File: src/rtl/rename_register_file_pkg.sv
// Shared widths, constants and types for the rename register file slice.
package rename_register_file_pkg;

    localparam int TAG_W     = 4;
    localparam int REG_COUNT = 32;
    localparam int WORD_W    = 32;
    localparam int REG_IDX_W = 5;

    typedef logic [WORD_W-1:0]    word_t;
    typedef logic [REG_IDX_W-1:0] reg_index_t;
    typedef logic [TAG_W-1:0]     rob_tag_t;

    // Tag 0 means "no in-flight producer": the stored value is final.
    localparam rob_tag_t   NULL_TAG       = '0;
    localparam word_t      ZERO_WORD      = '0;
    localparam reg_index_t ZERO_REG_INDEX = '0;

endpackage

File: src/rtl/rename_register_file_if.sv
// Decoder, commit and rollback signals between the core and the rename register file.
interface rename_register_file_if;
    import rename_register_file_pkg::*;

    logic       rollback_in;

    logic       dec_issue_in;
    reg_index_t dec_rd_in;
    rob_tag_t   dec_tag_in;
    reg_index_t dec_rs1_in;
    reg_index_t dec_rs2_in;
    word_t      dec_Vj_out;
    word_t      dec_Vk_out;
    rob_tag_t   dec_Qj_out;
    rob_tag_t   dec_Qk_out;

    logic       commit_rf_signal_in;
    reg_index_t commit_target_in;
    rob_tag_t   commit_tag_in;
    word_t      commit_data_in;

    // Core side: decoder / ROB drive requests and consume operands.
    modport master (
        output rollback_in,
        output dec_issue_in, dec_rd_in, dec_tag_in, dec_rs1_in, dec_rs2_in,
        input  dec_Vj_out, dec_Vk_out, dec_Qj_out, dec_Qk_out,
        output commit_rf_signal_in, commit_target_in, commit_tag_in, commit_data_in
    );

    // Register file side.
    modport slave (
        input  rollback_in,
        input  dec_issue_in, dec_rd_in, dec_tag_in, dec_rs1_in, dec_rs2_in,
        output dec_Vj_out, dec_Vk_out, dec_Qj_out, dec_Qk_out,
        input  commit_rf_signal_in, commit_target_in, commit_tag_in, commit_data_in
    );

endinterface

File: src/rtl/rename_register_file_rf_read_port.sv
// One operand read port: x0 forcing, same-cycle commit bypass, else stored value/tag.
module rf_read_port
    import rename_register_file_pkg::*;
(
    input  reg_index_t rs,
    input  word_t      value_rd,
    input  rob_tag_t   tag_rd,
    input  logic       commit_valid,
    input  reg_index_t commit_target,
    input  rob_tag_t   commit_tag,
    input  word_t      commit_data,
    output word_t      v,
    output rob_tag_t   q
);

    // Select operand source; bypass only when the committing entry is still the
    // register's current producer, otherwise a younger producer owns the tag.
    always_comb begin
        v = value_rd;
        q = tag_rd;
        if (rs == ZERO_REG_INDEX) begin
            v = ZERO_WORD;
            q = NULL_TAG;
        end else if (commit_valid && (commit_target == rs) && (tag_rd == commit_tag)) begin
            v = commit_data;
            q = NULL_TAG;
        end
    end

endmodule

File: src/rtl/rename_register_file.sv
// Architectural register file with rename tags: commits retire values, issues
// claim destination tags, rollback drops every pending tag.
module rename_register_file
    import rename_register_file_pkg::*;
(
    input  logic                 clk,
    input  logic                 rst,
    rename_register_file_if.slave bus
);

    word_t    value_q [REG_COUNT];
    rob_tag_t tag_q   [REG_COUNT];

    logic commit_wr;
    logic issue_wr;

    assign commit_wr = bus.commit_rf_signal_in && (bus.commit_target_in != ZERO_REG_INDEX);
    assign issue_wr  = bus.dec_issue_in && (bus.dec_rd_in != ZERO_REG_INDEX);

    // Value array: only commits write; a commit during rollback still lands.
    always_ff @(posedge clk) begin
        if (rst) begin
            for (int i = 0; i < REG_COUNT; i++) begin
                value_q[i] <= ZERO_WORD;
            end
        end else if (commit_wr) begin
            value_q[bus.commit_target_in] <= bus.commit_data_in;
        end
    end

    // Tag array: rollback clears all; otherwise commit clears a matching tag and
    // a same-cycle issue to the same register overrides that clear.
    always_ff @(posedge clk) begin
        if (rst || bus.rollback_in) begin
            for (int i = 0; i < REG_COUNT; i++) begin
                tag_q[i] <= NULL_TAG;
            end
        end else begin
            if (commit_wr && (tag_q[bus.commit_target_in] == bus.commit_tag_in)) begin
                tag_q[bus.commit_target_in] <= NULL_TAG;
            end
            if (issue_wr) begin
                tag_q[bus.dec_rd_in] <= bus.dec_tag_in;
            end
        end
    end

    rf_read_port u_read_rs1 (
        .rs            (bus.dec_rs1_in),
        .value_rd      (value_q[bus.dec_rs1_in]),
        .tag_rd        (tag_q[bus.dec_rs1_in]),
        .commit_valid  (bus.commit_rf_signal_in),
        .commit_target (bus.commit_target_in),
        .commit_tag    (bus.commit_tag_in),
        .commit_data   (bus.commit_data_in),
        .v             (bus.dec_Vj_out),
        .q             (bus.dec_Qj_out)
    );

    rf_read_port u_read_rs2 (
        .rs            (bus.dec_rs2_in),
        .value_rd      (value_q[bus.dec_rs2_in]),
        .tag_rd        (tag_q[bus.dec_rs2_in]),
        .commit_valid  (bus.commit_rf_signal_in),
        .commit_target (bus.commit_target_in),
        .commit_tag    (bus.commit_tag_in),
        .commit_data   (bus.commit_data_in),
        .v             (bus.dec_Vk_out),
        .q             (bus.dec_Qk_out)
    );

endmodule

File: src/flat_wrapper.sv
// flat-port wrapper written by rule: the top's interface ports become plain ports
module rename_register_file_flat import rename_register_file_pkg::*;
  (clk, rst, bus_rollback_in, bus_dec_issue_in, bus_dec_rd_in, bus_dec_tag_in, bus_dec_rs1_in, bus_dec_rs2_in, bus_dec_Vj_out, bus_dec_Vk_out, bus_dec_Qj_out, bus_dec_Qk_out, bus_commit_rf_signal_in, bus_commit_target_in, bus_commit_tag_in, bus_commit_data_in);
  rename_register_file_if bus_i ();
  input  logic clk;
  input  logic rst;
  input wire logic [$bits(bus_i.rollback_in)-1:0] bus_rollback_in;
  input wire logic [$bits(bus_i.dec_issue_in)-1:0] bus_dec_issue_in;
  input wire logic [$bits(bus_i.dec_rd_in)-1:0] bus_dec_rd_in;
  input wire logic [$bits(bus_i.dec_tag_in)-1:0] bus_dec_tag_in;
  input wire logic [$bits(bus_i.dec_rs1_in)-1:0] bus_dec_rs1_in;
  input wire logic [$bits(bus_i.dec_rs2_in)-1:0] bus_dec_rs2_in;
  output wire logic [$bits(bus_i.dec_Vj_out)-1:0] bus_dec_Vj_out;
  output wire logic [$bits(bus_i.dec_Vk_out)-1:0] bus_dec_Vk_out;
  output wire logic [$bits(bus_i.dec_Qj_out)-1:0] bus_dec_Qj_out;
  output wire logic [$bits(bus_i.dec_Qk_out)-1:0] bus_dec_Qk_out;
  input wire logic [$bits(bus_i.commit_rf_signal_in)-1:0] bus_commit_rf_signal_in;
  input wire logic [$bits(bus_i.commit_target_in)-1:0] bus_commit_target_in;
  input wire logic [$bits(bus_i.commit_tag_in)-1:0] bus_commit_tag_in;
  input wire logic [$bits(bus_i.commit_data_in)-1:0] bus_commit_data_in;
  assign bus_i.rollback_in = bus_rollback_in;
  assign bus_i.dec_issue_in = bus_dec_issue_in;
  assign bus_i.dec_rd_in = bus_dec_rd_in;
  assign bus_i.dec_tag_in = bus_dec_tag_in;
  assign bus_i.dec_rs1_in = bus_dec_rs1_in;
  assign bus_i.dec_rs2_in = bus_dec_rs2_in;
  assign bus_dec_Vj_out = bus_i.dec_Vj_out;
  assign bus_dec_Vk_out = bus_i.dec_Vk_out;
  assign bus_dec_Qj_out = bus_i.dec_Qj_out;
  assign bus_dec_Qk_out = bus_i.dec_Qk_out;
  assign bus_i.commit_rf_signal_in = bus_commit_rf_signal_in;
  assign bus_i.commit_target_in = bus_commit_target_in;
  assign bus_i.commit_tag_in = bus_commit_tag_in;
  assign bus_i.commit_data_in = bus_commit_data_in;
  rename_register_file u_core (.clk(clk), .rst(rst), .bus(bus_i));
endmodule
File: config.mk
export PLATFORM = sky130hd
export DESIGN_NAME = rename_register_file_flat
export DESIGN_NICKNAME = d
export VERILOG_FILES = /design/src/rtl/rename_register_file_pkg.sv /design/src/rtl/rename_register_file_if.sv /design/src/rtl/rename_register_file_rf_read_port.sv /design/src/rtl/rename_register_file.sv /design/src/flat_wrapper.sv
export SDC_FILE = /design/constraint.sdc
export NUM_CORES = 2
export LEC_CHECK = 0
export ABC_AREA = 0
export CAP_MARGIN = 20
export CORE_MARGIN = 1.5
export CORE_UTILIZATION = 27
export DETAILED_ROUTE_END_ITERATION = 10
export GPL_TIMING_DRIVEN = 0
export PLACE_DENSITY_LB_ADDON = 0.05
export SETUP_SLACK_MARGIN = 0.05
export SYNTH_ARGS = -nofsm -noshare
export SYNTH_HDL_FRONTEND = slang
export SYNTH_SLANG_ARGS = --single-unit
File: constraint.sdc
create_clock -name clk -period 11.9 [get_ports clk]
set_clock_uncertainty 0.2 [all_clocks]
set_input_delay 1.19 -clock clk [delete_from_list [all_inputs] [get_ports clk]]
set_output_delay 1.19 -clock clk [all_outputs]
set_load 0.005 [all_outputs]
==> results.sh <==
export IMPL_run_status="finished, final reports clean"
export IMPL_p_leak_nw=25.9
export IMPL_synth_seq_area_share_pct=54.2
export IMPL_yosysUniqueCellTypes=50
export IMPL_synthMuxAreaShare_pct=27.8
export IMPL_cp_slowest_stage_delay_ps=970
export IMPL_path_class="in2out"
export IMPL_worstPathRequired_ps=10510
export IMPL_vias=41800
export IMPL_synth_flop_cell="edfxtp_1"
export IMPL_tritoncts_num_buffers=151
export IMPL_yosys_warnings=0
export IMPL_hold_viol=0
export IMPL_syn_area_sq_mm=0.0639
export IMPL_worstSetupEndpointType="output port"
export IMPL_multi_input_area_sq_mm=0.0277
export IMPL_finalWorstSetupSlack_ps=2570
export IMPL_place_gp_congestion=0.914
export IMPL_p_sw_share_pct=27.2
export IMPL_die_h_um=489
export IMPL_power_share_sequential_pct=44.4
export IMPL_grt_max_degree=33
export IMPL_post_cts_setup_buffers=0
export IMPL_viasPerCell=5.35
export IMPL_final_seq_area_sq_mm=0.0346
export IMPL_wirelength_mm=313
export IMPL_hpwl_mm=231
export IMPL_powerDensity_mw_per_mm2=141
export IMPL_drv_slew=0
export IMPL_pwr_share_comb_pct=14.8
export IMPL_grt_overflow_total=0
export IMPL_cap_violations=0
export IMPL_synth_seq_cells=1152
export IMPL_clock_fmax_ghz=0.107
export IMPL_start_util_pct=27.2
export IMPL_grt_pass1_wl_mm=411
export IMPL_grt_pass1_vias=41900
export IMPL_async_reset_ff_share_pct=0
export IMPL_io_buffers=127
export IMPL_die_w_um=489
export IMPL_clockRootBuffer="clkbuf_16"
export IMPL_place_ws_ps=2770
export IMPL_htreeDepth=4
export IMPL_min_from="bus_dec_tag_in[0]"
export IMPL_yosys_area_share_xor_xnor_pct=0.288
export IMPL_cts_tree="done"
export IMPL_crit_fanout=10
export IMPL_hold_class="in2reg"
export IMPL_fill_cells=23200
export IMPL_power_total_mw=10.8
export IMPL_clk_insertion_delay_late_ps=810
export IMPL_grt_usage_pct=26.2
export IMPL_crit_slowest_cell="buf_1"
export IMPL_start_kind="primary input"
export IMPL_drt_iter0_drc=4968
export IMPL_synthSimpleGateAreaFrac_pct=13.7
export IMPL_synth_edf_count=1152
export IMPL_path_cells="clkdlybuf4s50_1, clkbuf_1, buf_1, clkbuf_1, clkbuf_1, or4_1, clkbuf_1, clkbuf_1, nand2_1, mux2i_1, clkdlybuf4s50_1"
export IMPL_cts_buffer_depth=3
export IMPL_synth_top_family_by_area="multiplexers"
export IMPL_wl_per_cell_um=40.2
export IMPL_dr_pass1_iters=7
export IMPL_path_buf_inv=8
export IMPL_whs_path_depth=2
export IMPL_cts_resized=0
export IMPL_syn_area_per_cell_sq_um=15.8
export IMPL_ios=137
export IMPL_max_slew_margin_pct=14.0
export IMPL_syn_inst=4052
export IMPL_dieArea_sq_mm=0.239
export IMPL_clkSinkCount=1152
export IMPL_crit_top_cell="clkbuf_1"
export IMPL_antenna_found_initial=28
export IMPL_grt_setup_unrepaired="false"
export IMPL_coreArea_sq_mm=0.235
export IMPL_worst_r2r_cell_count=8
export IMPL_cp_depth=11
export IMPL_synth_compound_area_share_pct=1.39
export IMPL_crit_family="buffers and inverters"
export IMPL_drive_gt1_share_pct=27.1
export IMPL_crit_start="bus_dec_rs1_in[1]"
export IMPL_fin_crit_sh_pct=78.4
export IMPL_setup_violations=0
export IMPL_nets=4586
export IMPL_drtAntennaViolNets=0
export IMPL_critPathArrivalTime_ps=7940
export IMPL_hold_buffers=0
export IMPL_clk_pin_slew_ps=60
export IMPL_clkPwrFrac_pct=40.8
export IMPL_internal_power_mw=7.89
export IMPL_setup_tns_ps=0
export IMPL_regToRegStartpoint="u_core.tag_q[10][1]"
export IMPL_ir_drop_mv=0.0908
export IMPL_min_period_ps=9330
export IMPL_switchingPower_mw=2.95
export IMPL_areaGrowthSynthToFinish_pct=20.0
export IMPL_remaining_drc_errors=0
export IMPL_row_count=178
export IMPL_max_slew_worst_pin_slew_ps=1290
export IMPL_synthAdderAreaFrac_pct=0
synthesized netlist by cell type, types with 32 or more instances:
master,instances,area (sq um)
and2_1,1045,6540
and3_1,80,500
buf_1,66,248
clkbuf_1,355,1330
edfxtp_1,1152,34600
mux2i_1,99,991
mux4_2,726,16400
nand2_1,58,218
nor2_1,97,364
nor2b_1,39,244
o211ai_1,32,240
or2_2,65,407
cell usage in the layout (no fill, tap or decap), types with 6 or more instances in the layout:
cell type,Yosys,routed
edfxtp_1,1152,1152
and2_1,1045,1045
mux4_2,726,726
clkbuf_1,355,362
clkbuf_16,0,155
clkdlybuf4s50_1,0,127
mux2i_1,99,99
nor2_1,97,97
buf_8,0,90
and3_1,80,80
nand2_1,58,58
buf_2,20,50
nor2b_1,39,39
clkinv_1,1,38
buf_1,66,36
conb_1,1,36
or2_2,65,34
o211ai_1,32,32
mux2_2,31,31
or2_4,0,31
buf_16,0,29
clkbuf_2,0,28
clkinv_2,0,26
o31ai_1,19,19
diode_2,0,18
a22oi_1,18,18
buf_12,0,18
a21oi_1,15,15
xor2_1,15,15
buf_6,4,12
o311ai_0,12,12
nor3_1,11,11
nand3b_1,9,9
nor3b_1,8,8
nand3_1,7,7
a221oi_1,6,6
xnor2_1,6,6
clkinv_8,0,6
bufinv_16,0,6
final cells by class:
| cell class | count | area share [%] |
|---|---|---|
| clock buffer | 185 | 5.21 |
| tap | 3150 | 5.14 |
| multi-input combinational | 2485 | 36.2 |
| clock inverter | 80 | 0.769 |
| sequential | 1152 | 45.1 |
| inverter | 4 | 0.0196 |
| antenna | 18 | 0.0588 |
| timing repair buffer | 281 | 5.12 |
| buffer | 446 | 2.35 |
stage by stage:
| stage | hold WS, ps | instance area, sq um | util, % | std cells |
|---|---|---|---|---|
| after detailed placement | 1730 | 71800 | 30.5 | 7502 |
| after CTS | 962 | 76400 | 32.5 | 7767 |
| after global routing | 998 | 76600 | 32.6 | 7785 |
| after global placement | 1710 | 69200 | 29.4 | 7364 |
| final | 1010 | 76600 | 32.6 | 7801 |
| after floorplan | 1190 | 64000 | - | 4087 |
worst paths after layout:
check,endpoint,slack (ps)
hold / removal,u_core.tag_q[31][0],1010
hold reg to reg,u_core.tag_q[6][2],1590
setup / recovery,bus_dec_Vj_out[27],2570
setup reg to reg,u_core.tag_q[28][1],7550
flip-flops by register name (all words and copies together), names as in the netlist:
register	count
u_core.value_q	1024
u_core.tag_q	128
routing by layer:
layer  share of wire (%)  vias to the layer above  GRT usage [%]
met5              0.0073                        -              0
met1                  45                    23000           36.6
li1                    -                    16700              -
met3                 5.9                      390           4.09
met4                 3.5                        2           8.66
met2                  46                     1657           41.2
logic make-up after synthesis:
group                  after synthesis
XOR/XNOR                            21
flip-flops                        1152
other                                1
AND/OR/NAND/NOR                   1450
multiplexers                       859
AO/OA/AOI/OAI                      119
buffers and inverters              450
power by group through the flow:
stage / clock, mW / sequential, mW / combinational (mW)
after CTS: 4.52 / 4.81 / 1.61
final: 4.42 / 4.81 / 1.61
after floorplan: 0 / 4.83 / 0.824
after global routing: 4.63 / 4.84 / 1.66
after global placement: 0 / 4.90 / 1.53
after detailed placement: 0 / 4.89 / 1.61
Note: power is estimated with default switching activity, not from simulation.
